File: config.mk
export PLATFORM = sky130hd
export DESIGN_NAME = lr_stack
export DESIGN_NICKNAME = d
export VERILOG_FILES = /design/src/rtl/lr_stack.sv
export SDC_FILE = /design/constraint.sdc
export NUM_CORES = 1
export LEC_CHECK = 0
export ABC_AREA = 1
export CAP_MARGIN = 20
export CORE_MARGIN = 5
export CORE_UTILIZATION = 52
export CTS_CLUSTER_SIZE = 8
export DETAILED_ROUTE_END_ITERATION = 7
export PLACE_DENSITY = 0.83
export SETUP_SLACK_MARGIN = 0.3
export SYNTH_ARGS = -nofsm -noshare
export SYNTH_HDL_FRONTEND = slang
export SYNTH_SLANG_ARGS = --single-unit
File: constraint.sdc
create_clock -name clk -period 2.9 [get_ports clk]
set_clock_uncertainty 0.15 [all_clocks]
set_input_delay 0.29 -clock clk [delete_from_list [all_inputs] [get_ports clk]]
set_output_delay 0.29 -clock clk [all_outputs]
set_load 0.1 [all_outputs]
File: src/rtl/lr_stack.sv
// Return-address stack: circular buffer with a wrapping top pointer.
// It tracks occupancy and keeps sticky overflow/underflow flags.
module lr_stack #(
    parameter int WIDTH = 16,
    parameter int DEPTH = 8
) (
    input  logic                       clk,
    input  logic                       rst,
    input  logic                       push,
    input  logic                       pop,
    input  logic                       wr_en,
    input  logic [WIDTH-1:0]           lr_in,
    input  logic                       clr_err,
    output logic [WIDTH-1:0]           lr_out,
    output logic [$clog2(DEPTH+1)-1:0] count,
    output logic                       empty,
    output logic                       full,
    output logic                       overflow,
    output logic                       underflow
);
    localparam int CW = $clog2(DEPTH + 1);
    localparam int PW = $clog2(DEPTH);
    localparam logic [CW-1:0] C_DEPTH = CW'(DEPTH);
    localparam logic [PW-1:0] P_LAST  = PW'(DEPTH - 1);

    logic [WIDTH-1:0] r_mem [DEPTH];
    logic [PW-1:0]    r_top;
    logic [CW-1:0]    r_count;
    logic [WIDTH-1:0] r_lr_out;
    logic             r_overflow;
    logic             r_underflow;

    logic [PW-1:0]    w_top_inc;
    logic [PW-1:0]    w_top_dec;
    logic             w_empty;
    logic             w_full;
    logic             w_do_push;
    logic             w_do_write;
    logic             w_do_pop;
    logic             w_ovf_evt;
    logic             w_unf_evt;

    assign w_empty = (r_count == {CW{1'b0}});
    assign w_full  = (r_count == C_DEPTH);

    // Top pointer neighbours, wrapping explicitly so any DEPTH works
    always_comb begin
        if (r_top == P_LAST) begin
            w_top_inc = {PW{1'b0}};
        end else begin
            w_top_inc = r_top + PW'(1'b1);
        end
        if (r_top == {PW{1'b0}}) begin
            w_top_dec = P_LAST;
        end else begin
            w_top_dec = r_top - PW'(1'b1);
        end
    end

    // Command decode; an empty stack turns tail-call and write into a push
    always_comb begin
        w_do_push  = 1'b0;
        w_do_write = 1'b0;
        w_do_pop   = 1'b0;
        w_ovf_evt  = 1'b0;
        w_unf_evt  = 1'b0;
        case ({push, pop})
            2'b10: begin
                w_do_push = 1'b1;
                w_ovf_evt = w_full;
            end
            2'b01: begin
                if (w_empty) begin
                    w_unf_evt = 1'b1;
                end else begin
                    w_do_pop = 1'b1;
                end
            end
            2'b11: begin
                if (w_empty) begin
                    w_do_push = 1'b1;
                end else begin
                    w_do_write = 1'b1;
                end
            end
            2'b00: begin
                if (wr_en && w_empty) begin
                    w_do_push = 1'b1;
                end else if (wr_en) begin
                    w_do_write = 1'b1;
                end else begin
                    w_do_push = 1'b0;
                end
            end
            default: begin
                w_do_push = 1'b0;
            end
        endcase
    end

    // Storage array; deliberately not reset
    always_ff @(posedge clk) begin
        if (!rst && w_do_push) begin
            r_mem[w_top_inc] <= lr_in;
        end else if (!rst && w_do_write) begin
            r_mem[r_top] <= lr_in;
        end
    end

    // Pointer, occupancy, registered top value and sticky flags
    always_ff @(posedge clk) begin
        if (rst) begin
            r_top       <= {PW{1'b0}};
            r_count     <= {CW{1'b0}};
            r_lr_out    <= {WIDTH{1'b0}};
            r_overflow  <= 1'b0;
            r_underflow <= 1'b0;
        end else begin
            if (w_do_push) begin
                r_top    <= w_top_inc;
                r_lr_out <= lr_in;
                if (!w_full) begin
                    r_count <= r_count + CW'(1'b1);
                end
            end else if (w_do_write) begin
                r_lr_out <= lr_in;
            end else if (w_do_pop) begin
                r_top   <= w_top_dec;
                r_count <= r_count - CW'(1'b1);
                // Popping the last entry must show 0, not stale storage
                if (r_count == CW'(1'b1)) begin
                    r_lr_out <= {WIDTH{1'b0}};
                end else begin
                    r_lr_out <= r_mem[w_top_dec];
                end
            end
            r_overflow  <= w_ovf_evt | (r_overflow & ~clr_err);
            r_underflow <= w_unf_evt | (r_underflow & ~clr_err);
        end
    end

    assign lr_out    = r_lr_out;
    assign count     = r_count;
    assign empty     = w_empty;
    assign full      = w_full;
    assign overflow  = r_overflow;
    assign underflow = r_underflow;

endmodule

# Yosys cells after proc, flatten, opt, wreduce, memory -nomap -nowiden
# Memory sizes are Yosys's and may differ from the RTL's.
# Index checks and enable logic that the tools add are counted.
[totals] reg_bits=25 ramBits=128 input_bits=22 output_inout_bits=24 word_cells=66 memories=1
[classes] n_addsub=4 eq_ne=8 muxes=31 bitwise_logic=5 n_reduce_logical=12
[memory_table] memory="r_mem" words=8 width=16 read_ports=1 rd_clocked_by_memory_dff=0 write_ports=1 line_no="26" source="logic [WIDTH-1:0] r_mem [DEPTH];"
[op_table] cell="16-bit 2-to-1 mux" count=5
[op_table] cell="3-bit 2-to-1 mux" count=6
[op_table] cell="4-bit 2-to-1 mux" count=4
[op_table] cell="16-bit OR reduction" count=1
[op_table] cell="1-bit 2-to-1 mux" count=14
[op_table] cell="4-bit by 1-bit adder with 4-bit output (second input constant)" count=1
[op_table] cell="2-bit == test (second input constant)" count=2
[op_table] cell="4-bit by 1-bit == test with 1-bit output (second input constant)" count=1
[op_table] cell="4-bit == test (second input constant)" count=1
[op_table] cell="4-bit zero test" count=1
[op_table] cell="2-bit inequality test (second input constant)" count=2
[op_table] cell="4-bit by 1-bit subtractor with 4-bit output (second input constant)" count=1
[op_table] cell="3-bit by 1-bit adder with 3-bit output (second input constant)" count=1
[op_table] cell="3-bit == test (second input constant)" count=1
[op_table] cell="1-bit logical AND" count=3
[op_table] cell="3-bit zero test" count=1
[op_table] cell="1-bit one-hot mux with 3 select lines" count=1
[op_table] cell="3-bit AND reduction" count=1
[op_table] cell="3-bit nonzero test" count=1
[op_table] cell="3-bit by 1-bit subtractor with 3-bit output (second input constant)" count=1
[op_table] cell="1-bit AND" count=2
[op_table] cell="2-bit by 1-bit == test with 1-bit output (second input constant)" count=1
[op_table] cell="2-bit zero test" count=1
[op_table] cell="1-bit OR" count=2
[op_table] cell="other kinds (5)" count=5

# Depth between registers and ports, before layout
# Gate-level depths: netlist (run 1).
[depth] word_depth=10 mapped_depth=13 mapped_depth_nobuf=13

# Worst setup path before layout (run 1)
# OpenSTA, ideal clock, no wires.
[synth_path] path_kind="register to register" startpoint="reg r_count[0], in the netlist count[0]" endpoint="mem r_mem[6][0] (enable)" setup_ps=388 t_arrival_ps=2954 required_time_ps=2362 slack_ps=-592 path_stages_with_launch=12 path_buffers=0 period_less_slack_ps=3492 path_cell_list="dfxtp_1 inv_1 ha_1 nand2_4 nand3_4 nor2_2 nand2_4 nand2_1 o21ai_2 inv_1 nand2_1 nor2_1"
[synth_via] elab_chain_len=10 word_cells_on_any_way=18 classes_between="mux: 13; reduce/logical: 5"
[synth_lines] element="start: declaration" line_no="28" source="logic [CW-1:0] r_count;"
[synth_lines] element="start signal: assignment" line_no="114" source="r_count <= {CW{1'b0}};"
[synth_lines] element="start signal: assignment" line_no="123" source="r_count <= r_count + CW'(1'b1);"
[synth_lines] element="start signal: assignment" line_no="129" source="r_count <= r_count - CW'(1'b1);"
[synth_lines] element="4-bit zero test (*)" line_no="43" source="assign w_empty = (r_count == {CW{1'b0}});"
[synth_lines] element="1-bit logical AND" line_no="87" source="if (wr_en && w_empty) begin"
[synth_lines] element="1-bit 2-to-1 mux" line_no="87"
[synth_lines] element="1-bit one-hot mux with 2 select lines" line_no="67" source="case ({push, pop})"
[synth_lines] element="1-bit logical AND" line_no="105" source="end else if (!rst && w_do_write) begin"
[synth_lines] element="1-bit 2-to-1 mux" line_no="105"
[synth_lines] element="1-bit 2-to-1 mux" line_no="103" source="if (!rst && w_do_push) begin"
[synth_lines] element="1-bit 2-to-1 mux (implied by the code)" line_no="106" source="r_mem[r_top] <= lr_in;"
[synth_lines] element="16-bit OR reduction (no source line)"
[synth_lines] element="3-bit 2-to-1 mux (no source line) or 1-bit 2-to-1 mux (tied branches)"
[synth_lines] element="end: declaration" line_no="26"
# Mark *: on every way between the ends. The rest lies on a longest branch, timed or not.

# Final worst setup path (run 1)
[layout_path] startpoint="in push" endpoint="mem r_mem[7][10] (enable)"
[layout_via] elab_chain_len=8 word_cells_on_any_way=15 classes_between="eq/ne: 2; mux: 9; reduce/logical: 4"
[layout_lines] element="start: declaration" line_no="9" source="input logic push,"
[layout_lines] element="2-bit == test or 2-bit zero test (tied branches)" line_no="67"
[layout_lines] element="1-bit one-hot mux with 2 select lines" line_no="67"
[layout_lines] element="1-bit logical AND" line_no="105"
[layout_lines] element="1-bit 2-to-1 mux" line_no="105"
[layout_lines] element="1-bit 2-to-1 mux" line_no="103"
[layout_lines] element="1-bit 2-to-1 mux (implied by the code)" line_no="106"
[layout_lines] element="16-bit OR reduction (no source line)"
[layout_lines] element="3-bit 2-to-1 mux (no source line) or 1-bit 2-to-1 mux (tied branches)"
# Several ways; a longest one is shown, not always the timed one.

==> impl_metrics.yaml, run 1 <==
global_routing:
  grt_overflow: 0
  grt_pass1_vias: 5063
  grt_max_degree: 64
  grt_first_pass_wirelength_mm: 26.1
  grt_usage_pct: 21.4
  antenna_found_initial: 0
synthesis:
  synth_edf_count: 128
  synthFlopType: "edfxtp_1"
  ys_async_sr_fraction_pct: 0
  ys_seq_area_share_pct: 63.4
  synth_area_per_cell_um2: 10.3
  synth_nets: 701
  syn_inst: 667
  synth_cell_types: 36
  synth.cell_area_um2: 6860
  synth-seq-cells: 153
  synth-warning-count: 0
critical_path:
  r2r_end: "r_mem[7][10]"
  slowest_delay_ns: 0.46
  start_kind: "input pin"
  path_max_fanout: 13
  endpoint_kind: "register"
  cp_slowest_cell: "clkdlybuf4s50_1"
  crit_type: "input pin to register"
  reg2regPathDepth: 9
  crit_path_cell_trace: "clkdlybuf4s50_1 > inv_1 > ha_1 > nand2_1 > nand2_1 > nand3_2 > nand2_2 > nand2_4 > a21oi_1 > o211ai_2 > nor2_4 > buf_12"
  worst-path-buf-inv: 3
  r2r_slack_ns: 0.43
  startpoint: "push"
  crit_family: "buffers and inverters"
  cp.depth: 12
  worst_path_most_repeated_cell: "nand2_1"
  cp.arrival_ns: 2.49
  critPathRequiredTime_ns: 2.88
  r2r-start: "count[1]"
  endpoint: "r_mem[7][10]"
clock_network:
  cts_tree: "built"
  cts_made_buffers: 17
  ctsLongestPathBuffers: 2
  cts_sinks: 153
  cts.hold.buffers_added: 0
  htreeDepth: 4
  clk_latency_ns: 0.43
  path_clk_slew_ns: 0.06
  cts_root_buffer: "clkbuf_16"
route:
  routed_wl_mm: 16.3
  routedWlPerCell_um: 17.9
  dr.pass1.iters: 6
  drt_first_iter_violations: 471
  drc: 0
  via_per_inst: 5.57
  final_antenna_net_count: 0
  num_vias: 5079
floorplan:
  initial_core_util_pct: 52.4
  die_area_um2: 15600
  io_pins: 46
  fp.dieH_um: 125
  core_um2: 13100
  die_w_um: 125
  fp-row-count: 42
timing:
  setup_slack_ns: 0.398
  hold_viol_final: 0
  rsz0062_at_grt: "true"
  worst_pin_slew_ns: 0.707
  slew_violations: 0
  fmax_mhz: 400
  max_slew_margin_pct: 52.9
  setup_viol: 0
  setup-tns-final_ns: 0
  period_share_pct: 86.3
  period_minus_slack_ns: 2.50
hold_path:
  worstHoldPathType: "register to register"
placement:
  port_buffers: 45
  place_inst: 880
  hpwl_mm: 10.8
  routabilityCongestion: 0.901
  place_ws_ns: -0.0323
cells_and_area:
  utilization_pct: 62.6
  instances_no_fill: 912
  drive_gt1_share_pct: 17.3
  antenna_cells: 0
  fillCellCount: 1014
  area_growth_pct: 19.5
  regArea_um2: 4360
  multi_input_area_um2: 2240
  fin_nets: 757
power:
  leakagePower_nw: 3.16
  vdd_drop_max_mv: 0.471
  powerDensity_nw_per_um2: 874
outcome:
  status: "complete, no violations"
job:
  maxCapViolations: 0
[worst min-delay path by stage]
stage	start	to	slack [ns]	cells after the start
after CTS	underflow	underflow	0.32	2
after detailed placement	underflow	underflow	0.31	2
after global placement	overflow	overflow	0.30	2
final	underflow	underflow	0.32	2
after global routing	underflow	underflow	0.34	2
after floorplan	rst	underflow	0.21	1
[worst reg2reg max path: stages (launching register included)]
cell      delay [ns]
dfxtp_4         0.35
inv_1           0.12
ha_1            0.31
nand3_2         0.14
nand2_2         0.09
nand2_4         0.07
a21oi_1         0.23
o211ai_2        0.28
nor2_4          0.27
buf_12          0.17
[area by class of cell]
cell class                 instances  area share [%]
tap                              176            2.69
multi-input combinational        438            27.3
clock inverter                    13            1.57
clock buffer                      19            5.41
timing repair buffer              68            7.79
sequential                       153            53.2
inverter                          45            2.06
[synthesized netlist by cell type, types with 2 or more instances]
cell type  instances  area [um^2]
o31ai_1            5         37.5
o21ai_2            3         26.3
buf_2             17         85.1
inv_1             41          154
buf_6              2         22.5
edfxtp_1         128         3840
xor2_1             3         26.3
a21oi_1           39          195
nand2_2            4         25.0
dfxtp_1           25          500
o21ai_1            4         20.0
o21ai_0           35          175
buf_4              2         15.0
nand4_1           16          100
nand2_4            3         33.8
nand2_1          166          623
nand3_1           20          100
ha_1              12          150
inv_2              4         15.0
nand3_2           10          100
clkbuf_1           9         33.8
nor2_1           102          383
xnor2_1            2         17.5
a21oi_2            3         26.3
[placed cells by master, fill, tap and decap left out, types with 9 or more instances in the layout]
cell             Yosys  final
nor2_1             102     94
dfxtp_1             25     20
ha_1                12     12
inv_1               41     41
nand3_2             10     10
edfxtp_1           128    128
a21oi_1             39     39
nand2_1            166    164
buf_4                2     41
o21ai_0             35     35
nand3_1             20     20
nor2_4               1      9
nand4_1             16     16
clkdlybuf4s50_1      0     21
clkbuf_16            0     17
[registers in the layout, summed over array words and instances (netlist names)]
name,count
r_top,3
lr_out,16
underflow,1
r_mem,128
overflow,1
count,4
[stage by stage]
step | cell area, um^2 | hold slack, ns | total power [mW]
final | 8190 | 0.318 | 7.16
after global routing | 8190 | 0.336 | 7.49
after floorplan | 6930 | 0.209 | 4.48
after detailed placement | 7620 | 0.314 | 5.05
after CTS | 8190 | 0.323 | 7.17
after global placement | 7620 | 0.303 | 4.98
[routing by layer]
| layer | share of wire [%] | global-route usage, % | vias to the layer above |
|---|---|---|---|
| li1 | - | - | 2363 |
| met1 | 39 | 26.6 | 2393 |
| met2 | 50 | 35.8 | 279 |
| met3 | 8.5 | 5.75 | 44 |
| met4 | 2.4 | 8.29 | 0 |
| met5 | 0 | 0 | - |
[kinds of logic (layout without fill, tap and decap cells)]
family                     after synthesis  count (layout)  synth area share [%]
and+or+nand+nor                        328             328                  21.2
DFF                                    153             153                  63.4
AOI/OAI and AO/OA                       93              93                  7.66
buffers and inverters                   76             145                  4.96
adders and majority gates               12              12                  2.19
xor gates and xnor gates                 5               5                 0.639
[where the power goes]
part / total, mW / internal [mW] / switching, mW
sequential: 2.67 / 2.56 / 0.109
combinational: 2.37 / 0.617 / 1.75
clock: 2.12 / 1.28 / 0.845
[what timing repair did]
action / 4_1_cts / 5_1_grt
endpoints found under the hold margin: 0 / 0
endpoints found under the setup margin: 0 / 27
gates resized for setup: 0 / 1
setup buffers: 0 / 0
No activity file was read; power rests on OpenSTA's default activity.
==> run 2, diff against run 1 <==
--- a/config.mk
+++ b/config.mk
@@ -9,6 +9,7 @@
 export CAP_MARGIN = 20
 export CORE_MARGIN = 5
 export CORE_UTILIZATION = 52
+export CTS_CLUSTER_DIAMETER = 50
 export CTS_CLUSTER_SIZE = 8
 export DETAILED_ROUTE_END_ITERATION = 7
 export PLACE_DENSITY = 0.83
==> results of run 2 <==
The final DEF is identical to that of run 1; final timing and power are the same.
==> run 3, diff against run 2 <==
--- a/config.mk
+++ b/config.mk
@@ -7,13 +7,13 @@
 export LEC_CHECK = 0
 export ABC_AREA = 1
 export CAP_MARGIN = 20
+export CORE_ASPECT_RATIO = 0.7
 export CORE_MARGIN = 5
 export CORE_UTILIZATION = 52
 export CTS_CLUSTER_DIAMETER = 50
 export CTS_CLUSTER_SIZE = 8
 export DETAILED_ROUTE_END_ITERATION = 7
 export PLACE_DENSITY = 0.83
-export SETUP_SLACK_MARGIN = 0.3
 export SYNTH_ARGS = -nofsm -noshare
 export SYNTH_HDL_FRONTEND = slang
 export SYNTH_SLANG_ARGS = --single-unit
==> run 3 against run 2 <==
Design area fell by 0.20%; largest power group unchanged; global-route usage rose by 0.52 points; highest routed layer unchanged; maximum frequency fell by 3.5%; clock power rose by 4%; critical path type is now register to register; utilization barely moved.
==> impl_metrics.yaml, run 3 (synthesis gave the netlist of run 1 again) <==
outcome:
  status: "complete, no violations"
route:
  num_vias: 5052
  drc: 0
  drt_first_iter_violations: 479
  routed_wl_mm: 16.7
  final_antenna_net_count: 0
  via_per_inst: 5.59
  routedWlPerCell_um: 18.5
  dr.pass1.iters: 5
placement:
  port_buffers: 45
  place_ws_ns: -0.254
  hpwl_mm: 10.5
  place_inst: 871
  routabilityCongestion: 0.864
cells_and_area:
  fin_nets: 758
  fillCellCount: 959
  final_cell_mix: "nand2_1 (166), edfxtp_1 (128), nor2_1 (94)"
  instances_no_fill: 903
  antenna_cells: 0
  area_growth_pct: 19.2
  multi_input_area_um2: 2200
  regArea_um2: 4350
  largest_reg_flops: 128
  layout_commonest_cell: "nand2_1"
  top_register: "r_mem"
  drive_gt1_share_pct: 17.2
timing:
  hold_viol_final: 0
  setup_viol: 0
  period_minus_slack_ns: 2.59
  rsz0062_at_grt: "false"
  worst_pin_slew_ns: 0.708
  slew_violations: 0
  setup_slack_ns: 0.307
  period_share_pct: 89.4
  max_slew_margin_pct: 52.8
  fmax_mhz: 386
clock_network:
  path_clk_slew_ns: 0.06
  cts.hold.buffers_added: 0
  cts_made_buffers: 17
  cts_setup_buffers: 0
  cts_resized: 0
  cts_sinks: 153
  htreeDepth: 4
  clk_latency_ns: 0.42
  cts_root_buffer: "clkbuf_16"
  cts_tree: "built"
  ctsLongestPathBuffers: 2
floorplan:
  fp-row-count: 35
  die_area_um2: 15600
  die_w_um: 147
  fp.dieH_um: 106
  initial_core_util_pct: 52.5
  io_pins: 46
  core_um2: 13100
critical_path:
  cp.arrival_ns: 2.57
  start_kind: "register"
  r2r_slack_ns: 0.31
  path_max_fanout: 16
  endpoint_kind: "register"
  critPathRequiredTime_ns: 2.88
  crit_type: "register to register"
global_routing:
  grt_first_pass_wirelength_mm: 26.4
  grt_util_met2_pct: 36.9
  grt_pass1_vias: 5057
  grt_max_degree: 64
  use_met1_pct: 27.8
  top_usage_layer: "met2"
  grt_util_met3_pct: 5.41
  antenna_found_initial: 0
  grt_overflow: 0
  grt_usage_pct: 21.9
power:
  leakagePower_nw: 3.15
  powerDensity_nw_per_um2: 890
  vdd_drop_max_mv: 0.474
job:
  maxCapViolations: 0
hold_path:
  worstHoldPathType: "register to register"
==> run 3: cell count changes in the layout (fill, tap and decap cells not counted), sizes merged <==
cell / change
clkbuf: -2
clkinv: -5
inv: +4
clkinvlp: +3
buf: +1
==> run 3: per-layer routing <==
metal / share of wire (%) / vias up
met1: 42 / 2441
met2: 49 / 208
met5: 0 / -
met3: 6.9 / 35
li1: - / 2368
met4: 2.0 / 0
==> run 3: path summary, 6_finish.rpt <==
check | from | to | cells after the start
worst max-delay path | count[0] | r_mem[3][15] | 12
worst min-delay path | overflow | overflow | 2
worst max register to register | count[0] | r_mem[3][15] | 12
worst min register to register | overflow | overflow | 2
==> run 3: power by group <==
part	switching, mW	internal (mW)	total [mW]
sequential	0.0950	2.55	2.65
combinational	1.78	0.632	2.42
clock	0.927	1.28	2.21
total	2.81	4.47	7.28
==> run 3: per-stage QoR <==
stage               power (mW)  TNS, ns  util (%)  hold slack (ns)  area (um^2)
floorplan                 4.45        0         -            0.209         6880
global placement          4.99    -1.34      58.1            0.303         7580
detailed placement        5.07    -5.05      58.1            0.315         7580
CTS                       7.28        0      62.6            0.326         8170
global route              7.61        0      62.6            0.349         8180
finish                    7.28        0      62.6            0.322         8180
==> run 3: area by class of cell <==
type                       instances  area share [%]
timing repair buffer              69            8.05
sequential                       153            53.2
inverter                          45            2.07
clock inverter                    15            2.05
tap                              166            2.54
clock buffer                      17            5.20
multi-input combinational        438            26.9
==> run 3: worst max-delay path, stage by stage (launching register included) <==
cell	delay [ns]
dfxtp_2	0.39
inv_1	0.09
ha_1	0.31
nand2_4	0.15
nand3_4	0.08
nor2_2	0.14
nand2_4	0.10
buf_4	0.14
o21ai_2	0.13
buf_4	0.14
nand2_1	0.09
nor2_2	0.18
buf_12	0.19
